$ cat src/rtl/fc_sched_pkg.sv
// Shared types and constants for the FC-layer pass scheduler.
package fc_sched_pkg;

  localparam int LANES_DEF = 4;
  localparam int DW_DEF    = 8;
  localparam int BEATS_DEF = 16;

  localparam logic [1:0] CLS_ABNORMAL = 2'd0;
  localparam logic [1:0] CLS_NORMAL   = 2'd1;
  localparam logic [1:0] CLS_NONE     = 2'd2;

  typedef enum logic [2:0] {
    ST_IDLE     = 3'd0,
    ST_PREFETCH = 3'd1,
    ST_STREAM   = 3'd2,
    ST_WAIT_RES = 3'd3,
    ST_DONE     = 3'd4
  } state_t;

endpackage

$ cat src/rtl/fc_scheduler_if.sv
// Feature-buffer read bus, FC datapath lanes and result handshake of the scheduler.
interface fc_scheduler_if
  import fc_sched_pkg::*;
#(
  parameter int LANES = LANES_DEF,
  parameter int DW    = DW_DEF,
  parameter int AW    = $clog2(BEATS_DEF)
);

  logic                  mem_rd_en;
  logic [AW-1:0]         mem_addr;
  logic [LANES*DW-1:0]   mem_rdata;
  logic                  fc_en;
  logic [LANES*DW-1:0]   fc_in;
  logic [1:0]            fc_outfin;
  logic                  res_valid;
  logic                  res_ready;
  logic [1:0]            res_class;
  logic                  res_err;

  modport master (
    output mem_rd_en, mem_addr, fc_en, fc_in, res_valid, res_class, res_err,
    input  mem_rdata, fc_outfin, res_ready
  );

  modport slave (
    input  mem_rd_en, mem_addr, fc_en, fc_in, res_valid, res_class, res_err,
    output mem_rdata, fc_outfin, res_ready
  );

endinterface

$ cat src/rtl/fc_stat_counter.sv
// Saturating event counter; a synchronous clear wins over a same-cycle increment.
module fc_stat_counter #(
  parameter int CW = 16
) (
  input  logic          clk,
  input  logic          rst_n,
  input  logic          clr,
  input  logic          inc,
  output logic [CW-1:0] cnt
);

  logic [CW-1:0] cnt_r;
  logic [CW-1:0] cnt_next_s;

  // next count: clear, saturating increment, or hold
  always_comb begin
    cnt_next_s = cnt_r;
    if (clr) begin
      cnt_next_s = '0;
    end else if (inc && (cnt_r != {CW{1'b1}})) begin
      cnt_next_s = cnt_r + 1'b1;
    end else begin
      cnt_next_s = cnt_r;
    end
  end

  // counter register, written every cycle
  always_ff @(posedge clk or negedge rst_n) begin
    if (!rst_n) begin
      cnt_r <= '0;
    end else begin
      cnt_r <= cnt_next_s;
    end
  end

  assign cnt = cnt_r;

endmodule

$ cat src/rtl/fc_scheduler.sv
// Streams the pooled feature vector into the FC layer, captures its class decision
// and offers it downstream over valid/ready, keeping per-class statistics.
module fc_scheduler
  import fc_sched_pkg::*;
#(
  parameter int BEATS   = BEATS_DEF,
  parameter int AW      = $clog2(BEATS_DEF),
  parameter int TIMEOUT = 8,
  parameter int CW      = 16
) (
  input  logic           clk,
  input  logic           rst_n,
  input  logic           start,
  input  logic           abort,
  input  logic           stat_clr,
  output logic           busy,
  output logic [CW-1:0]  normal_cnt,
  output logic [CW-1:0]  abnormal_cnt,
  fc_scheduler_if.master bus
);

  localparam int            TW        = (TIMEOUT > 1) ? $clog2(TIMEOUT) : 1;
  localparam logic [AW-1:0] LAST_BEAT = AW'(BEATS - 1);
  localparam logic [TW-1:0] LAST_TMO  = TW'(TIMEOUT - 1);

  state_t        state_r, state_next_s;
  logic [AW-1:0] beat_r, beat_next_s;
  logic [TW-1:0] tmo_r, tmo_next_s;
  logic [1:0]    class_r, class_next_s;
  logic          err_r, err_next_s;

  logic          busy_r, busy_next_s;
  logic          rd_en_r, rd_en_next_s;
  logic [AW-1:0] addr_r, addr_next_s;
  logic          fc_en_r, fc_en_next_s;
  logic          valid_r, valid_next_s;
  logic          fire_s;

  // next state and captured result; abort overrides every transition
  always_comb begin
    state_next_s = state_r;
    beat_next_s  = beat_r;
    tmo_next_s   = tmo_r;
    class_next_s = class_r;
    err_next_s   = err_r;
    if (abort) begin
      state_next_s = ST_IDLE;
    end else begin
      case (state_r)
        ST_IDLE: begin
          if (start) state_next_s = ST_PREFETCH;
          else       state_next_s = ST_IDLE;
        end
        ST_PREFETCH: begin
          state_next_s = ST_STREAM;
          beat_next_s  = '0;
        end
        ST_STREAM: begin
          if (beat_r == LAST_BEAT) begin
            state_next_s = ST_WAIT_RES;
            tmo_next_s   = '0;
          end else begin
            beat_next_s  = beat_r + 1'b1;
          end
        end
        ST_WAIT_RES: begin
          if (bus.fc_outfin != CLS_NONE) begin
            state_next_s = ST_DONE;
            class_next_s = bus.fc_outfin;
            err_next_s   = 1'b0;
          end else if (tmo_r == LAST_TMO) begin
            state_next_s = ST_DONE;
            class_next_s = CLS_NONE;
            err_next_s   = 1'b1;
          end else begin
            tmo_next_s   = tmo_r + 1'b1;
          end
        end
        ST_DONE: begin
          if (bus.res_ready) state_next_s = ST_IDLE;
          else               state_next_s = ST_DONE;
        end
        default: state_next_s = ST_IDLE;
      endcase
    end
  end

  // outputs are registered, so they are derived from the state being entered
  always_comb begin
    busy_next_s  = (state_next_s != ST_IDLE);
    fc_en_next_s = (state_next_s == ST_STREAM) || (state_next_s == ST_WAIT_RES) ||
                   (state_next_s == ST_DONE);
    valid_next_s = (state_next_s == ST_DONE);
    rd_en_next_s = 1'b0;
    addr_next_s  = '0;
    if (state_next_s == ST_PREFETCH) begin
      rd_en_next_s = 1'b1;
      addr_next_s  = '0;
    end else if ((state_next_s == ST_STREAM) && (beat_next_s != LAST_BEAT)) begin
      rd_en_next_s = 1'b1;
      addr_next_s  = beat_next_s + 1'b1;
    end else begin
      rd_en_next_s = 1'b0;
      addr_next_s  = '0;
    end
  end

  // state, counters and output registers
  always_ff @(posedge clk or negedge rst_n) begin
    if (!rst_n) begin
      state_r <= ST_IDLE;
      beat_r  <= '0;
      tmo_r   <= '0;
      class_r <= 2'd0;
      err_r   <= 1'b0;
      busy_r  <= 1'b0;
      rd_en_r <= 1'b0;
      addr_r  <= '0;
      fc_en_r <= 1'b0;
      valid_r <= 1'b0;
    end else begin
      state_r <= state_next_s;
      beat_r  <= beat_next_s;
      tmo_r   <= tmo_next_s;
      class_r <= class_next_s;
      err_r   <= err_next_s;
      busy_r  <= busy_next_s;
      rd_en_r <= rd_en_next_s;
      addr_r  <= addr_next_s;
      fc_en_r <= fc_en_next_s;
      valid_r <= valid_next_s;
    end
  end

  // buffer data arrives one cycle after the read, exactly when the beat is streamed
  assign bus.fc_in     = (state_r == ST_STREAM) ? bus.mem_rdata : '0;
  assign bus.mem_rd_en = rd_en_r;
  assign bus.mem_addr  = addr_r;
  assign bus.fc_en     = fc_en_r;
  assign bus.res_valid = valid_r;
  assign bus.res_class = class_r;
  assign bus.res_err   = err_r;
  assign busy          = busy_r;

  assign fire_s = (state_r == ST_DONE) && bus.res_ready && !abort;

  fc_stat_counter #(.CW(CW)) u_normal (
    .clk   (clk),
    .rst_n (rst_n),
    .clr   (stat_clr),
    .inc   (fire_s && !err_r && (class_r == CLS_NORMAL)),
    .cnt   (normal_cnt)
  );

  fc_stat_counter #(.CW(CW)) u_abnormal (
    .clk   (clk),
    .rst_n (rst_n),
    .clr   (stat_clr),
    .inc   (fire_s && !err_r && (class_r == CLS_ABNORMAL)),
    .cnt   (abnormal_cnt)
  );

endmodule

$ cat src/flat_wrapper.sv
// flat-port wrapper written by rule: the top's interface ports become plain ports
module fc_scheduler_flat import fc_sched_pkg::*;
#(
  parameter int BEATS   = BEATS_DEF,
  parameter int AW      = $clog2(BEATS_DEF),
  parameter int TIMEOUT = 8,
  parameter int CW      = 16
)
  (clk, rst_n, start, abort, stat_clr, busy, normal_cnt, abnormal_cnt, bus_mem_rd_en, bus_mem_addr, bus_fc_en, bus_fc_in, bus_res_valid, bus_res_class, bus_res_err, bus_mem_rdata, bus_fc_outfin, bus_res_ready);
  fc_scheduler_if #(.AW(AW)) bus_i ();
  input  logic clk;
  input  logic rst_n;
  input  logic start;
  input  logic abort;
  input  logic stat_clr;
  output logic busy;
  output logic [CW-1:0] normal_cnt;
  output logic [CW-1:0] abnormal_cnt;
  output wire logic [$bits(bus_i.mem_rd_en)-1:0] bus_mem_rd_en;
  output wire logic [$bits(bus_i.mem_addr)-1:0] bus_mem_addr;
  output wire logic [$bits(bus_i.fc_en)-1:0] bus_fc_en;
  output wire logic [$bits(bus_i.fc_in)-1:0] bus_fc_in;
  output wire logic [$bits(bus_i.res_valid)-1:0] bus_res_valid;
  output wire logic [$bits(bus_i.res_class)-1:0] bus_res_class;
  output wire logic [$bits(bus_i.res_err)-1:0] bus_res_err;
  input wire logic [$bits(bus_i.mem_rdata)-1:0] bus_mem_rdata;
  input wire logic [$bits(bus_i.fc_outfin)-1:0] bus_fc_outfin;
  input wire logic [$bits(bus_i.res_ready)-1:0] bus_res_ready;
  assign bus_mem_rd_en = bus_i.mem_rd_en;
  assign bus_mem_addr = bus_i.mem_addr;
  assign bus_fc_en = bus_i.fc_en;
  assign bus_fc_in = bus_i.fc_in;
  assign bus_res_valid = bus_i.res_valid;
  assign bus_res_class = bus_i.res_class;
  assign bus_res_err = bus_i.res_err;
  assign bus_i.mem_rdata = bus_mem_rdata;
  assign bus_i.fc_outfin = bus_fc_outfin;
  assign bus_i.res_ready = bus_res_ready;
  fc_scheduler #(.BEATS(BEATS), .AW(AW), .TIMEOUT(TIMEOUT), .CW(CW)) u_core (.clk(clk), .rst_n(rst_n), .start(start), .abort(abort), .stat_clr(stat_clr), .busy(busy), .normal_cnt(normal_cnt), .abnormal_cnt(abnormal_cnt), .bus(bus_i));
endmodule
$ cat config.mk
export PLATFORM = sky130hd
export DESIGN_NAME = fc_scheduler_flat
export DESIGN_NICKNAME = d
export VERILOG_FILES = /design/src/rtl/fc_sched_pkg.sv /design/src/rtl/fc_scheduler_if.sv /design/src/rtl/fc_stat_counter.sv /design/src/rtl/fc_scheduler.sv /design/src/flat_wrapper.sv
export SDC_FILE = /design/constraint.sdc
export NUM_CORES = 1
export LEC_CHECK = 0
export ABC_CLOCK_PERIOD_IN_PS = 4400
export CAP_MARGIN = 20
export CORE_ASPECT_RATIO = 1.75
export CORE_MARGIN = 10
export CORE_UTILIZATION = 48
export CTS_CLUSTER_SIZE = 8
export DETAILED_ROUTE_END_ITERATION = 6
export GPL_ROUTABILITY_DRIVEN = 0
export PLACE_DENSITY = 0.86
export SLEW_MARGIN = 20
export SYNTH_ARGS = -nofsm -noshare
export SYNTH_HDL_FRONTEND = slang
export SYNTH_SLANG_ARGS = --single-unit
$ cat constraint.sdc
create_clock -name clk -period 4.4 [get_ports clk]
set_input_delay 0.66 -clock clk [delete_from_list [all_inputs] [get_ports clk]]
set_output_delay 0.66 -clock clk [all_outputs]
set_load 0.1 [all_outputs]
[Yosys cells after proc, flatten, opt, wreduce, memory -nomap -nowiden]
Index checks and enable logic that the tools add are counted.
Operators by class
  add/subtract/negate cells: 5
  multiply operators: 0
  div/mod/pow operators: 0
  magnitude comparators: 0
  equality and inequality tests: 18
  shift operators: 0
  muxes and demuxes: 27
  bitwise logic cells: 1
  reduce and logical (&&, ||, !) cells: 21
Operators by type and width (number)
  2-to-1 mux 16 bit: 4
  adder 16 x 1 -> 16 bit (second input constant): 2
  2-to-1 mux 32 bit: 1
  inequality test 16 bit (second input constant): 2
  2-to-1 mux 3 bit: 8
  2-to-1 mux 4 bit: 4
  case mux 3 bit (5 select lines): 1
  == test 3 x 2 -> 1 bit (second input constant): 4
  == test 3 bit (second input constant): 3
  adder 4 x 1 -> 4 bit (second input constant): 2
  logical AND 1 bit: 8
  case mux 4 bit (2 select lines): 1
  nonzero test 2 bit: 4
  == test 3 x 1 -> 1 bit (second input constant): 2
  inequality test 2 bit (second input constant): 3
  case mux 3 bit (2 select lines): 1
  2-to-1 mux 1 bit: 5
  AND reduction 5 bit: 1
  == test 4 bit (second input constant): 1
  2-to-1 mux 2 bit: 2
  inequality test 4 bit (second input constant): 1
  adder 3 x 1 -> 3 bit (second input constant): 1
  logical NOT 3 bit: 1
  AND reduction 3 bit: 1
  other kinds (7): 9
Word-level totals
  flip-flop bits (word level): 53
  latch bits: 0
  memory bits (writable): 0
  bits in read-only memories: 0
  output and inout port bits: 75
  logic and storage cells: 84
  memories: 0

[Depth between registers and ports, before layout]
  depth in word-level cells: 9
  mapped depth: 8
  depth with buffers taken out: 7

[Hierarchy]
Synthesis repeated with hierarchy kept, for this count alone.
Second synthesis, totals
  cells, all modules: 326
  area total of the unflattened synthesis: 3148.0 um^2
By module, submodules not included
  fc_stat_counter: times used 2, cells each 98, area an instance 942.2 um^2, sequential area each 400.4 um^2
  fc_scheduler: times used 1, cells each 130, area an instance 1263.7 um^2, sequential area each 525.5 um^2

[Worst setup path before layout]
No wires, ideal clock.
  path kind: register -> output
  start point: reg u_core.state_r[0]
  end point: out bus_fc_in[10]
  arrival: 2106 ps
  required time: 3740 ps
  setup slack: 1634 ps
  cell stages (with the launch flop): 5
  path through: dfrtp_1 > buf_6 > nor3b_1 > clkbuf_1 > and2_1
On the way
  longest elaborated chain between the ends: 2
Ends and longest elaborated chain
  start: declaration: RTL line fc_scheduler.sv:26  | state_t state_r, state_next_s;
  start signal: assignment: RTL line fc_scheduler.sv:122  | state_r <= state_next_s;
  == test 3 x 2 -> 1 bit: RTL line fc_scheduler.sv:136  | assign bus.fc_in = (state_r == ST_STREAM) ? bus.mem_rdata : '0;
  2-to-1 mux 32 bit: RTL line fc_scheduler.sv:136
  end: declaration: RTL line flat_wrapper.sv:22  | output wire logic [$bits(bus_i.fc_in)-1:0] bus_fc_in;
No other way between the ends.

[Final worst setup path]
  start point: reg u_core.state_r[2]
  end point: out bus_fc_in[4]
Same word-level chain as after synthesis.

==> summary.txt <==
Logic synthesis
  • Yosys warnings: 0
  • Sequential element share of the synthesized area: 0.4342
  • Top post-synthesis cells by area: dfrtp_1 43%, and2_1 7.2%, xnor2_1 4.9%
  • Cell with the most instances after synthesis: dfrtp_1
  • Leading area contributor after synthesis: dfrtp_1
  • Synth cell types: 52
  • Post-synth top area share: 0.4342
  • Post-synth EDFFs: 0
  • Top post-synthesis cells by count: 53 x dfrtp_1, 35 x and2_1, 35 x nor2_1
  • Syn Std Cell Area: 3054 sq um
  • Syn Nets: 367
  • Post-synth top flop: dfrtp_1
  • Post-Syn Area per Cell: 9.515 sq um
  • Synthesized flop and latch total: 53
  • Gate Count Post-Synth: 321
  • Asr flop ratio synth: 1.000

Clock tree
  • Clock transition at path regs: 90 ps
  • Setup bufs post-CTS: 0
  • Clock Sink Count: 53
  • H-tree depth: 2
  • PostCTS Resize Cnt: 0
  • Clock Latency Late Sink: 320 ps
  • Hold buffer count at CTS: 0
  • CTS buffer count: 5
  • CTS Buffer Depth: 2
  • Clock Tree Root: clkbuf_8
  • CTS tree: yes

Placed design
  • DP HPWL: 6924 um
  • IO Port Bufs: 114
  • Placed Cells: 498

Route
  • WL/cell: about 18 um
  • Drt first pass iters: 5
  • Vias: 2766
  • Iter 0 DRT Violations: 250
  • Vias/cell: 5.466
  • Post-route ant nets: 0
  • Remaining routing DRC violations: 0
  • Routed wire length: 8860 um

Worst setup path
  • Req. time, crit path: between 3000 and 4000 ps
  • Critical R2R Launch: u_core.state_r[2]$_DFF_PN0_
  • CP max stage delay: about 1200 ps
  • Critical Path Source Type: flip-flop
  • Crit path arrival time: 2950 ps
  • Crit path cell chain: nor3b_2, and2_1, clkdlybuf4s50_1
  • WS Path Type: reg2out
  • Setup crit end kind: primary output
  • CP bufs+invs: 1
  • Cell family with most CP delay: buffers and inverters
  • Crit-path slowest cell: clkdlybuf4s50_1
  • Flop2flop setup slack: 1800 ps
  • R2r endpoint: u_core.bus.mem_rd_en$_DFF_PN0_
  • Crit-path max FO: 16
  • Reg2Reg Depth: 6

STA
  • Final setup viols: 0
  • Setup_tns: 0 ps
  • FMAX: ~280 MHz
  • Setup Skew: between 5 and 6 ps
  • Final period util: 0.8195
  • Slew Viols, Final: 0
  • Final-report hold violation count: 0
  • Least-Margin Pin Slew: between 1000 and 1500 ps
  • Fin crit period: 3606 ps
  • Headroom to the max-slew limit: 0.3119
  • RSZ-0062 raised after global routing: false

Power
  • Pleak: 1.767 nW
  • Worst vdd ir: 305.9 uV
  • Pwr Density: 306.5 nW/um^2

Hold path
  • Hold Crit Class: in2async

GRT
  • First-pass GRT wire length: 14420 um
  • Initial antenna violation count: 0
  • GR Util All Layers: 0.1773
  • Vias in the first global route: 2863
  • Largest net degree at the start of global routing: 54
  • Gr ovfl total: 0

Status
  • Status: finished clean

Cells and area
  • FILL cells: between 400 and 500
  • Layout cell share with drive strength beyond 1: 0.1174
  • Layout Nets: 471
  • Multi-input gate area: 1599 sq um
  • Fin cells: 506
  • Syn-to-layout area delta: 40.19%
  • ANT cells: 0
  • Reg area: around 1300 sq um

Floorplanning
  • Initial Util: 0.4941
  • Num rows: 38
  • Die Area: 10080 sq um
  • Die Ht: 125.5 um
  • Die width: 80.30 um
  • Core Box Area: between 6000 and 7000 sq um
  • Io pins: 115

Flow run
  • Max cap viols: 0
## worst max-delay path by stage
stage                                           start                                   to  slack, ps  cells past startpoint
final                     u_core.state_r[2]$_DFF_PN0_                         bus_fc_in[4]        790                      3
after global routing      u_core.state_r[2]$_DFF_PN0_                         bus_fc_in[3]        630                      3
after CTS                 u_core.state_r[2]$_DFF_PN0_                         bus_fc_in[4]        790                      3
after floorplan           u_core.state_r[0]$_DFF_PN0_                        bus_fc_in[10]       1630                      4
after detailed placement                        abort   u_core.u_normal.cnt[5]$_DFFE_PN0P_       1050                      6
after global placement                          abort  u_core.u_normal.cnt[14]$_DFFE_PN0P_       1100                      6
## stage by stage
stage | instance area [sq um] | hold WS, ps | setup slack (ps) | total power, mW | util
floorplan | 3054 | 364.4 | 1634 | 0.8417 | -
global placement | 4167 | 532.8 | 1105 | 0.9623 | 0.6741
detailed placement | 4167 | 538.1 | 1052 | 0.9702 | 0.6741
CTS | 4287 | 481.9 | 788.8 | 1.320 | 0.6935
global route | 4282 | 524.4 | 633.1 | 1.364 | 0.6927
finish | 4282 | 453.9 | 794.1 | 1.312 | 0.6927
## layout make-up
| class | count | area share |
|---|---|---|
| clock buffer | 6 | 0.01929 |
| clock inverter | 2 | 0.008767 |
| timing repair buffer | 116 | 0.2548 |
| inverter | 12 | 0.01052 |
| sequential | 53 | 0.3098 |
| multi-input combinational | 237 | 0.3735 |
| tap | 80 | 0.02338 |
## registers in the layout, summed over array words and instances, names as in the netlist, 2 cells and up
register               cells
u_core.beat_r              4
u_core.bus.mem_addr        4
u_core.bus.res_class       2
u_core.state_r             3
u_core.tmo_r               3
u_core.u_abnormal.cnt     16
u_core.u_normal.cnt       16
## cells in the final DEF, fill, tap and decap left out, drive strengths merged, types with 4 or more instances in the layout
cell type and instances:
buf 26, o2111ai 7, and2 35, a21oi 8, nand2 14, ha 6
inv 12, clkbuf 6, and3 10, dfrtp 53, a31oi 4, o21ai 7
nand4 5, a311oi 4, clkdlybuf4s50 90, xor2 11, nor3 8, xnor2 17
o211ai 7, nor4 7, nor2 35, nand3 10
## worst reg2reg max path: cells and delay by family (launching register included)
family          cells  cell delay (ps)
compound gates      4              990
simple gates        1              720
flops               1              530
fa+ha+maj           1              250
## kinds of logic after synthesis
group | synth area share
DFF | 0.4342
and+or+nand+nor | 0.2741
adders and majority gates | 0.02458
buffers and inverters | 0.04383
AOI/OAI and AO/OA | 0.1254
muxes | 0.01762
xor gates and xnor gates | 0.08029
## report_power, final
part	switching (mW)	total, mW	leakage, nW	internal [mW]
registers	0.0368	0.553	0.720	0.516
clock network	0.165	0.350	0.0574	0.185
logic	0.295	0.410	0.990	0.115
total	0.497	1.31	1.77	0.816
## layer usage
| metal | GRT usage | up-vias | share of wire |
|---|---|---|---|
| li1 | - | 1339 | - |
| met1 | 0.1768 | 1334 | 0.34 |
| met2 | 0.3303 | 75 | 0.57 |
| met3 | 0.05165 | 18 | 0.063 |
| met4 | 0.06042 | 0 | 0.023 |
| met5 | 0 | - | 0 |
(Power assumes the default switching activity.)
